[config.mk]
export PLATFORM = sky130hd
export DESIGN_NAME = board_manager_flat
export DESIGN_NICKNAME = d
export VERILOG_FILES = /design/src/rtl/board_manager_if.sv /design/src/rtl/board_manager.sv /design/src/flat_wrapper.sv
export SDC_FILE = /design/constraint.sdc
export NUM_CORES = 1
export LEC_CHECK = 0
export CORE_MARGIN = 2
export CORE_UTILIZATION = 30
export DETAILED_ROUTE_END_ITERATION = 16
export PLACE_DENSITY = 0.65
export SLEW_MARGIN = 40
export SYNTH_ARGS = -nofsm -noshare
export SYNTH_HDL_FRONTEND = slang
export SYNTH_SLANG_ARGS = --single-unit
[constraint.sdc]
create_clock -name clk -period 3.98 [get_ports clk]
set_input_delay 1.194 -clock clk [delete_from_list [all_inputs] [get_ports clk]]
set_output_delay 1.194 -clock clk [all_outputs]
set_load 0.01 [all_outputs]
[src/rtl/board_manager_if.sv]
// Move-request / referee-status bundle between fsm_controller (master)
// and board_manager (slave).
interface board_manager_if;
  // Strobes are single-cycle requests sampled on every rising edge; there is
  // no ready. The referee answers one edge later with ill_move (pulse) while
  // board, move_count, win, winner and no_space are always-valid levels.
  logic        p1_play;
  logic        p2_play;
  logic [3:0]  p1_pos;
  logic [3:0]  p2_pos;
  logic        ill_move;
  logic        no_space;
  logic        win;
  logic [1:0]  winner;
  logic [17:0] board;
  logic [3:0]  move_count;

  modport master (
    output p1_play, p2_play, p1_pos, p2_pos,
    input  ill_move, no_space, win, winner, board, move_count
  );

  modport slave (
    input  p1_play, p2_play, p1_pos, p2_pos,
    output ill_move, no_space, win, winner, board, move_count
  );
endinterface

[src/rtl/board_manager.sv]
// Tic-tac-toe board holder and referee: validates moves, counts them,
// detects three-in-a-row and freezes the board once the game is over.
module board_manager #(
  parameter logic [1:0] P1_MARK = 2'b01,
  parameter logic [1:0] P2_MARK = 2'b10
) (
  input  logic          clk,
  input  logic          reset,
  board_manager_if.slave bus
);

  logic [8:0][1:0] cells_q;
  logic [3:0]      count_q;
  logic            ill_q;

  logic            only_p1;
  logic            only_p2;
  logic            both;
  logic [3:0]      pos;
  logic [1:0]      mark;
  logic            pos_ok;
  logic            target_empty;
  logic            accept;
  logic            reject;
  logic            game_over;
  logic [7:0][1:0] line_mark;
  logic [1:0]      win_mark;

  // Returns the shared mark of a full line, or empty when the line is open.
  function automatic logic [1:0] mark3(input logic [1:0] a, input logic [1:0] b,
                                       input logic [1:0] c);
    return ((a != 2'b00) && (a == b) && (b == c)) ? a : 2'b00;
  endfunction

  assign line_mark[0] = mark3(cells_q[0], cells_q[1], cells_q[2]);
  assign line_mark[1] = mark3(cells_q[3], cells_q[4], cells_q[5]);
  assign line_mark[2] = mark3(cells_q[6], cells_q[7], cells_q[8]);
  assign line_mark[3] = mark3(cells_q[0], cells_q[3], cells_q[6]);
  assign line_mark[4] = mark3(cells_q[1], cells_q[4], cells_q[7]);
  assign line_mark[5] = mark3(cells_q[2], cells_q[5], cells_q[8]);
  assign line_mark[6] = mark3(cells_q[0], cells_q[4], cells_q[8]);
  assign line_mark[7] = mark3(cells_q[2], cells_q[4], cells_q[6]);

  // The board freezes at the first win, so every winning line carries the
  // same mark and a plain OR yields the unique winner.
  always_comb begin
    win_mark = 2'b00;
    for (int l = 0; l < 8; l++) win_mark = win_mark | line_mark[l];
  end

  assign bus.win        = (win_mark != 2'b00);
  assign bus.winner     = win_mark;
  assign bus.no_space   = (count_q == 4'd9);
  assign bus.board      = cells_q;
  assign bus.move_count = count_q;
  assign bus.ill_move   = ill_q;
  assign game_over      = bus.win | bus.no_space;

  assign only_p1 = bus.p1_play & ~bus.p2_play;
  assign only_p2 = bus.p2_play & ~bus.p1_play;
  assign both    = bus.p1_play &  bus.p2_play;
  assign pos     = only_p1 ? bus.p1_pos : bus.p2_pos;
  assign mark    = only_p1 ? P1_MARK : P2_MARK;
  assign pos_ok  = (pos <= 4'd8);

  always_comb begin
    target_empty = 1'b0;
    for (int i = 0; i < 9; i++) begin
      if (pos == 4'(i)) target_empty = (cells_q[i] == 2'b00);
    end
  end

  assign accept = (only_p1 | only_p2) & pos_ok & target_empty;
  assign reject = both | ((only_p1 | only_p2) & ~(pos_ok & target_empty));

  always_ff @(posedge clk or negedge reset) begin
    if (!reset) begin
      cells_q <= '0;
      count_q <= 4'd0;
      ill_q   <= 1'b0;
    end else if (game_over) begin
      ill_q <= 1'b0;
    end else begin
      ill_q <= reject;
      if (accept) begin
        count_q <= count_q + 4'd1;
        for (int i = 0; i < 9; i++) begin
          if (pos == 4'(i)) cells_q[i] <= mark;
        end
      end
    end
  end

endmodule

[src/flat_wrapper.sv]
// flat-port wrapper written by rule: the top's interface ports become plain ports
module board_manager_flat 
#(
  parameter logic [1:0] P1_MARK = 2'b01,
  parameter logic [1:0] P2_MARK = 2'b10
)
  (clk, reset, bus_p1_play, bus_p2_play, bus_p1_pos, bus_p2_pos, bus_ill_move, bus_no_space, bus_win, bus_winner, bus_board, bus_move_count);
  board_manager_if bus_i ();
  input  logic clk;
  input  logic reset;
  input wire logic [$bits(bus_i.p1_play)-1:0] bus_p1_play;
  input wire logic [$bits(bus_i.p2_play)-1:0] bus_p2_play;
  input wire logic [$bits(bus_i.p1_pos)-1:0] bus_p1_pos;
  input wire logic [$bits(bus_i.p2_pos)-1:0] bus_p2_pos;
  output wire logic [$bits(bus_i.ill_move)-1:0] bus_ill_move;
  output wire logic [$bits(bus_i.no_space)-1:0] bus_no_space;
  output wire logic [$bits(bus_i.win)-1:0] bus_win;
  output wire logic [$bits(bus_i.winner)-1:0] bus_winner;
  output wire logic [$bits(bus_i.board)-1:0] bus_board;
  output wire logic [$bits(bus_i.move_count)-1:0] bus_move_count;
  assign bus_i.p1_play = bus_p1_play;
  assign bus_i.p2_play = bus_p2_play;
  assign bus_i.p1_pos = bus_p1_pos;
  assign bus_i.p2_pos = bus_p2_pos;
  assign bus_ill_move = bus_i.ill_move;
  assign bus_no_space = bus_i.no_space;
  assign bus_win = bus_i.win;
  assign bus_winner = bus_i.winner;
  assign bus_board = bus_i.board;
  assign bus_move_count = bus_i.move_count;
  board_manager #(.P1_MARK(P1_MARK), .P2_MARK(P2_MARK)) u_core (.clk(clk), .reset(reset), .bus(bus_i));
endmodule
==> impl.org, run 1 <==
** Timing
- Unrepaired setup endpoints after global routing :: false
- The max-slew violation total from the final report is 0.
- The clock period could shrink to 3.60 ns.
- Clock skew on the completed layout was measured at 0.00122 ns.
- In this run the tightest slew margin relative to its limit is 66.3%.
- For the pin with the worst max-slew slack, the measured transition is 0.506 ns.
- In the final timing run, aggregate negative setup slack is 0 ns.
- Based on the critical path, the design can be clocked at up to 278 MHz.
- The hold violation total from the final report came to 0.
- Final worst path period share :: 90.5%
- Number of failing setup endpoints in the final timing report :: 0

** Route
- After detailed routing, the average wire length per cell comes to 16.1 um.
- The routed design has 4490 um of wire.
- Met3 wire length :: 185 um
- Detailed routing placed a total of 2130 um of wire on met2.
- The first detailed-routing pass took 4 iterations.
- In this run the remaining antenna-violating nets after routing total 0.
- Metal1 wirelength :: 2100 um
- The routed layout has 1,524 vias.
- Uppermost metal layer occupied by signal nets :: met4
- For this block, the initial DRC count from the detailed router was 80.
- Using the TritonRoute via totals, the vias-per-cell ratio works out to 5.46.
- In the routed design, unresolved DRC markers number 0.

** Worst setup path
- Along the worst path, the maximum fanout reaches 9.
- STA puts the critical path data required time at 4.13 ns.
- On the worst path, the slowest cell contributes a delay of 0.51 ns.
- Buffers & Inverters on Critical Path :: 3
- In this run the critical register-to-register path is launched from u_core.bus.board[17].
- WP data arrival :: 3.76 ns
- The worst setup path is of the input port to flop kind.
- Broken down by cell family, the worst path's largest delay share belongs to simple AND/OR/NAND/NOR gates.
- Cell-by-cell listing of the critical path :: clkdlybuf4s50_1 > inv_1 > ha_1 > buf_4 > nor3b_4 > nor2_2 > or4b_4 > o41ai_2 > a211oi_2 > or4_1 > xnor2_1
- The slowest stage of the critical path is the or4_1 cell.
- Capturing element type of the critical path :: flop
- Critical Path Source Type :: input port
- Tracing the worst setup path back leads to its startpoint at bus_p2_play.

** Die
- Once the floorplan was initialized, standard cells occupied 31.5% of the core.
- The floorplan step defined a die boundary enclosing 0.00607 mm2.
- Measured along the x axis, the die boundary spans 77.9 um.
- 39 I/O pins were placed.
- The initialized floorplan defines 26 standard-cell rows.
- The die is 77.9 um tall.
- Core footprint :: 0.00520 mm2

** Synthesis
- Proportion of synthesized flip-flops having asynchronous set or reset :: 100%
- By area the synthesized netlist is led by dfrtp_1 (35%), a31o_1 (6.9%), and3_1 (4.2%).
- Proportion of synthesized chip area in sequential cells :: 35.1%
- In this run, synthesis inferred 0 flip-flops with an integrated enable.
- In this run the mean area of a mapped cell was 9.81 um2.
- Share of the synthesized area in the top cell type :: 35.1%
- For this run, the leading register cell type out of synthesis is dfrtp_1.
- Syn Inst Count :: 167
- Count of synthesis-stage warnings from yosys :: 0
- In this run, distinct cell masters in the synthesized netlist total 50.
- dfrtp_1 is the most common cell in the netlist.
- By count the netlist is led by dfrtp_1 (23), a31o_1 (13), nor2_1 (12), nor3_1 (12), and3_1 (11).
- dfrtp_1 takes more of the synthesized area than any other cell.
- In this run the cell area of the synthesized design comes to 0.00164 mm2.
- When the netlist entered floorplanning its net count stood at 183.
- Synthesis inferred 23 register bits.

** Layout
- Cells fill 41.0% of the core in the end.
- At the end of the flow, the number of nets in the layout was 226.
- Leaving out filler cells and counting taps, the final layout contains 279.
- After routing the design area is 0.00213 mm2.
- The number of antenna diodes in the final layout is 0.
- Area Growth Syn to Fin :: 30.2%
- Fraction of layout cells with a size suffix above 1 :: 12.9%

** CTS
- In this run, post-CTS repair resized a total of 0 instances.
- Maximum count of clock buffers along a single path :: 2
- Clock-pin slew on the worst setup and hold paths :: 0.08 ns
- For the worst-skew pair, the clock arrives at the later sink with an insertion delay of 0.26 ns.
- Hold-fix buffers at CTS :: 0
- TritonCTS built the clock tree.
- The root buffer cell chosen for the clock tree is clkbuf_8.
- Post-CTS Setup Bufs :: 0
- Clock net sink count :: 23
- Max H-tree Level :: 1
- In this run, CTS created clock tree buffers numbering 3.

** Status
- The run finished with clean final reports.

** Place
- Cell area after placement :: 0.00209 mm2
- Input and output buffers added on the ports amount to 38.
- HPWL after detailed placement :: 3340 um
- At the end of routability-driven placement, the weighted congestion stood at 0.885.
- Cell total after placement :: 275

** Power
- Areal power density over the cells :: 551 mW/mm2
- Leak Pwr :: 0.956 nW
- Worst IR drop on VDD :: 0.000200 V

** Worst hold path
- Worst min-delay path startpoint :: u_core.bus.move_count[3]
- Min-Delay Path Class :: flop to flop

** Global route
- Antenna violations before repair :: 0
- The first global-routing pass estimated 7460 um of wire.
- Pin count of the biggest net entering global routing :: 24
- Global routing usage summed across all routing layers :: 15.5%
- The number of global-route vias before repair was 1,437.
- The total overflow left after global routing is 0.

** Run
- # Max-Cap Violations :: 0
-- through the flow --
stage / hold WS, ns / power, mW / setup slack (ns)
2_1_floorplan: 0.524 / 0.762 / 0.740
3_3_place_gp: 0.493 / 1.03 / 0.154
3_5_place_dp: 0.494 / 1.04 / 0.0840
4_1_cts: 0.509 / 1.19 / 0.358
5_1_grt: 0.529 / 1.26 / 0.226
6_report: 0.507 / 1.18 / 0.377
-- final timing paths --
| path | end | slack, ns | cells after the start |
|---|---|---|---|
| worst min register to register | u_core.bus.move_count[3] | 0.51 | 1 |
| worst max-delay path | u_core.bus.move_count[3] | 0.38 | 11 |
| max in group asynchronous | u_core.bus.board[10] | 2.75 | 1 |
| worst max register to register | u_core.bus.move_count[3] | 1.38 | 7 |
| worst min-delay path | u_core.bus.move_count[3] | 0.51 | 1 |
| min in group asynchronous | u_core.bus.move_count[1] | 0.89 | 1 |
-- cells by family after synthesis --
group	Yosys count	share of synthesized area, %
adders and majority gates	4	3.05
buffers and inverters	17	6.95
DFF	23	35.1
and+or+nand+nor	70	27.2
muxes	2	1.53
AOI/OAI and AO/OA	48	24.6
xor gates and xnor gates	3	1.60
-- where the power goes --
group	internal, mW	switching, mW
registers	0.312	0.172
logic	0.322	0.225
clock network	0.0715	0.0728
-- layout make-up --
class | count | area, um2
timing repair buffer | 48 | 450
inverter | 7 | 26.3
multi-input combinational | 127 | 950
clock buffer | 4 | 45.0
tap | 70 | 87.6
sequential | 23 | 576
fill | 539 | 3070
-- registers in the layout, indices dropped and copies added, names as in the netlist --
| signal | cells |
|---|---|
| u_core.bus.board | 18 |
| u_core.bus.ill_move | 1 |
| u_core.bus.move_count | 4 |
-- layout by cell type (no fill, tap or decap), types with 2 or more instances in the layout --
cell type,netlist,routed
a211o_1,2,2
clkbuf_8,0,3
inv_1,6,6
nor4bb_1,5,5
nor3_1,12,12
and3b_1,2,2
dfrtp_1,23,23
nand3_1,3,3
buf_4,0,10
or3_1,2,2
o21ai_0,4,4
ha_1,4,4
nand4_1,3,3
clkdlybuf4s50_1,0,37
nor2_1,12,12
a31o_1,13,13
a21oi_1,5,5
nor2b_1,4,4
xor2_1,2,2
and3_1,11,11
o2111ai_1,5,5
o21ai_1,2,2
a41o_1,5,5
nand2_1,5,5
-- metal layers --
metal | GRT usage [%] | up-vias
li1 | - | 740
met1 | 21.2 | 739
met2 | 24.5 | 39
met3 | 2.21 | 6
met4 | 6.32 | 0
met5 | 0 | -
-- worst register-to-register path, stage by stage, from the launching register on --
cell	delay, ns
dfrtp_1	0.51
and3_1	0.24
o2111ai_1	0.19
nand2_1	0.13
nor3_1	0.41
nand3b_1	0.27
or4_1	0.60
xnor2_1	0.15
Power figures use the tool's default switching activity.
==> run 2, diff against run 1 <==
CTS_BUF_LIST = sky130_fd_sc_hd__clkbuf_4   (was default)
==> run 2 against run 1 <==
Core utilization down 0.29 points. First-iteration DRC count rose by 3.8%. Power is 2.0% lower. Cell area fell by 0.70%. Clock skew grew 0.0032 ns. Combinational power barely moved. Sequential share of layout area increased by 0.19 points. Clock power decreased by 17%. Non-clock buffer count did not move. Register-to-register slack got worse by 0.02 ns. Global-route usage down 0.25 points. Largest power group unchanged.
==> impl.org, run 2 (synthesized netlist as in run 1, its figures left out) <==
** Status
- Run status :: finished, final reports clean (unchanged)

** Timing
- The number of endpoints failing setup at the final stage came to 0 (unchanged).
- Worst clock skew on the final layout :: 0.00446 ns (was 0.00122 ns)
- Endpoints failing hold :: 0 (unchanged)
- Final worst path period share :: 92.5% (was 90.5%)
- The shortest period the worst path allows is 3.68 ns (was 3.60 ns).
- Relative slew slack :: 66.0% (was 66.3%)
- Peak Freq :: 272 MHz (was 278 MHz)
- The transition time of the tightest slew-check pin is 0.510 ns (was 0.506 ns).
- TNS Setup :: 0 ns (unchanged)
- The final hold slack is 0.514 ns (was 0.507 ns).
- Unrepaired setup endpoints after global routing :: false (unchanged)
- The max-slew violation total from the final report was 0 (unchanged).

** Die
- Number of top-level pins :: 39 (unchanged)
- Overall die height :: 77.9 um (unchanged)
- The effective utilization at floorplan was 31.5% (unchanged).
- Core footprint :: 0.00520 mm2 (unchanged)
- The overall die width was 77.9 um (unchanged).
- The die outline area is 0.00607 mm2 (unchanged).
- Core Rows :: 26 (unchanged)

** Global route
- The global-route wire length before repair came to 7380 um (was 7460 um).
- Pin count of the biggest net entering global routing :: 24 (unchanged)
- The initial antenna violation count came to 0 (unchanged).
- The overflow left after global routing was 0 (unchanged).
- The number of global-route vias before repair was 1,420 (was 1,437).
- Global routing usage summed across all routing layers :: 15.2% (was 15.5%)

** CTS
- The TritonCTS buffer count is 3 (unchanged).
- The clock tree from TritonCTS is built (unchanged).
- The insertion delay to the later sink of the worst-skew pair came to 0.33 ns (was 0.26 ns).
- Clock root buffer :: clkbuf_4 (was clkbuf_8)
- The maximum buffer depth of the clock tree came to 2 (unchanged).
- The clock net sink count was 23 (unchanged).
- The post-cts sizing count was 0 (unchanged).
- The register clock-pin slew on the reported worst setup and hold paths was 0.13 ns (was 0.08 ns).
- The post-CTS setup buffer count came to 0 (unchanged).
- The number of buffers inserted for hold repair after clock tree synthesis came to 0 (unchanged).
- The maximum level of the CTS H-tree was 1 (unchanged).

** Worst hold path
- The worst min-delay path class was flop to flop (unchanged).

** Layout
- Leading cell types in the layout, fill and taps excluded :: clkdlybuf4s50_1 (37), dfrtp_1 (23), a31o_1 (13) (unchanged)
- Most common cell after layout, fill and taps aside :: clkdlybuf4s50_1 (unchanged)
- The share of layout cells above drive strength 1 is 13.4% (was 12.9%).
- The final antenna diode count was 0 (unchanged).
- The number of flip-flops under the largest register name was 18 (unchanged).
- The area growth from synthesis to final layout came to 29.3% (was 30.2%).
- The total number of nets in the final design was 226 (unchanged).
- The multi-input logic area is 950 um2 (unchanged).
- Filler Cell Count :: 540 (was 539)
- The sequential cell area in the final layout came to 576 um2 (unchanged).

** Power
- The maximum vdd drop came to 0.000179 V (was 0.000200 V).
- Areal power density over the cells :: 543 mW/mm2 (was 551 mW/mm2)
- Leak Pwr :: 0.952 nW (was 0.956 nW)

** Route
- Post-route DRC :: 0 (unchanged)
- The violation count after the first detailed-routing iteration came to 83 (was 80).
- The total via count in the routed design is 1,514 (was 1,524).
- Number of vias per cell after detailed routing :: 5.43 (was 5.46)
- The wire length after detailed routing is 4490 um (about the same).
- Per-cell routed wire length :: 16.1 um (about the same)
- DRT antenna net count :: 0 (unchanged)
- Pre-antenna DRT Iters :: 4 (unchanged)

** Worst setup path
- The register-to-register setup slack came to 1.36 ns (was 1.38 ns).
- Capturing element type of the critical path :: output pin (was flop)
- The type of the setup path with the least slack is flop to output pin (was input port to flop).
- The signal arrival time at the worst endpoint is 2.49 ns (was 3.76 ns).
- The startpoint class of the critical path is a flop (was input port).
- Largest fanout on the critical path :: 13 (was 9)
- Worst Path Required :: 2.79 ns (was 4.13 ns)

** Place
- Final Wtd Congestion :: 0.885 (unchanged)
- The quantity of I/O buffers inserted on ports was 38 (unchanged).
- HPWL after detailed placement :: 3340 um (unchanged)

** Run
- The number of maximum-capacitance violations came to 0 (unchanged).
[run 2: path summary, 6_finish.rpt]
path                                           from                        to  depth (start not counted)
max in group asynchronous                     reset      u_core.bus.board[17]                          1
max                             u_core.bus.board[9]             bus_winner[0]                          6
min                        u_core.bus.move_count[3]  u_core.bus.move_count[3]                          1
max reg2reg                     u_core.bus.board[9]  u_core.bus.move_count[3]                          7
min in group asynchronous                     reset  u_core.bus.move_count[1]                          1
min reg2reg                u_core.bus.move_count[3]  u_core.bus.move_count[3]                          1
[run 2: metrics by stage]
step,cells,setup WS (ns),instance area [um2],power [mW],util (%)
after floorplan,167,0.740,1640,0.762,-
after global placement,275,0.154,2090,1.03,40.2
after detailed placement,275,0.0840,2090,1.04,40.1
after CTS,279,0.333,2120,1.16,40.7
after global routing,279,0.161,2120,1.23,40.7
final,279,0.299,2120,1.15,40.7
[run 2: cell type report]
class                   instances  share of cell area, %
multi-input cells             127                   44.8
clock buffers                   4                   1.42
inverters                       7                   1.24
repair buffers                 48                   21.3
well taps                      70                   4.13
flip-flops and latches         23                   27.2
[run 2: power by group]
group	internal [mW]	switching [mW]	total (mW)
logic	0.322	0.225	0.548
registers	0.312	0.172	0.484
clock network	0.0462	0.0741	0.120
[run 2: critical path, cell delays in order (launching register included)]
cell and delay [ns]:
dfrtp_1 0.55, and3_1 0.24, o2111ai_1 0.18, nand2_1 0.13, nor3_1 0.42, nand4_1 0.13
clkdlybuf4s50_1 0.51
[run 2: layer usage]
layer / global-route usage, % / share of wire (%) / up-vias
li1: - / - / 739
met1: 21.4 / 47 / 727
met2: 24.0 / 47 / 43
met3: 1.74 / 4.6 / 5
met4: 5.79 / 1.4 / 0
met5: 0 / 0 / -
==> run 3, diff against run 2 <==
ABC_CLOCK_PERIOD_IN_PS = 3980   (was default)
GPL_TIMING_DRIVEN = 1   (was default)
==> results of run 3 <==
The final DEF is identical to that of run 2; final timing and power are the same.
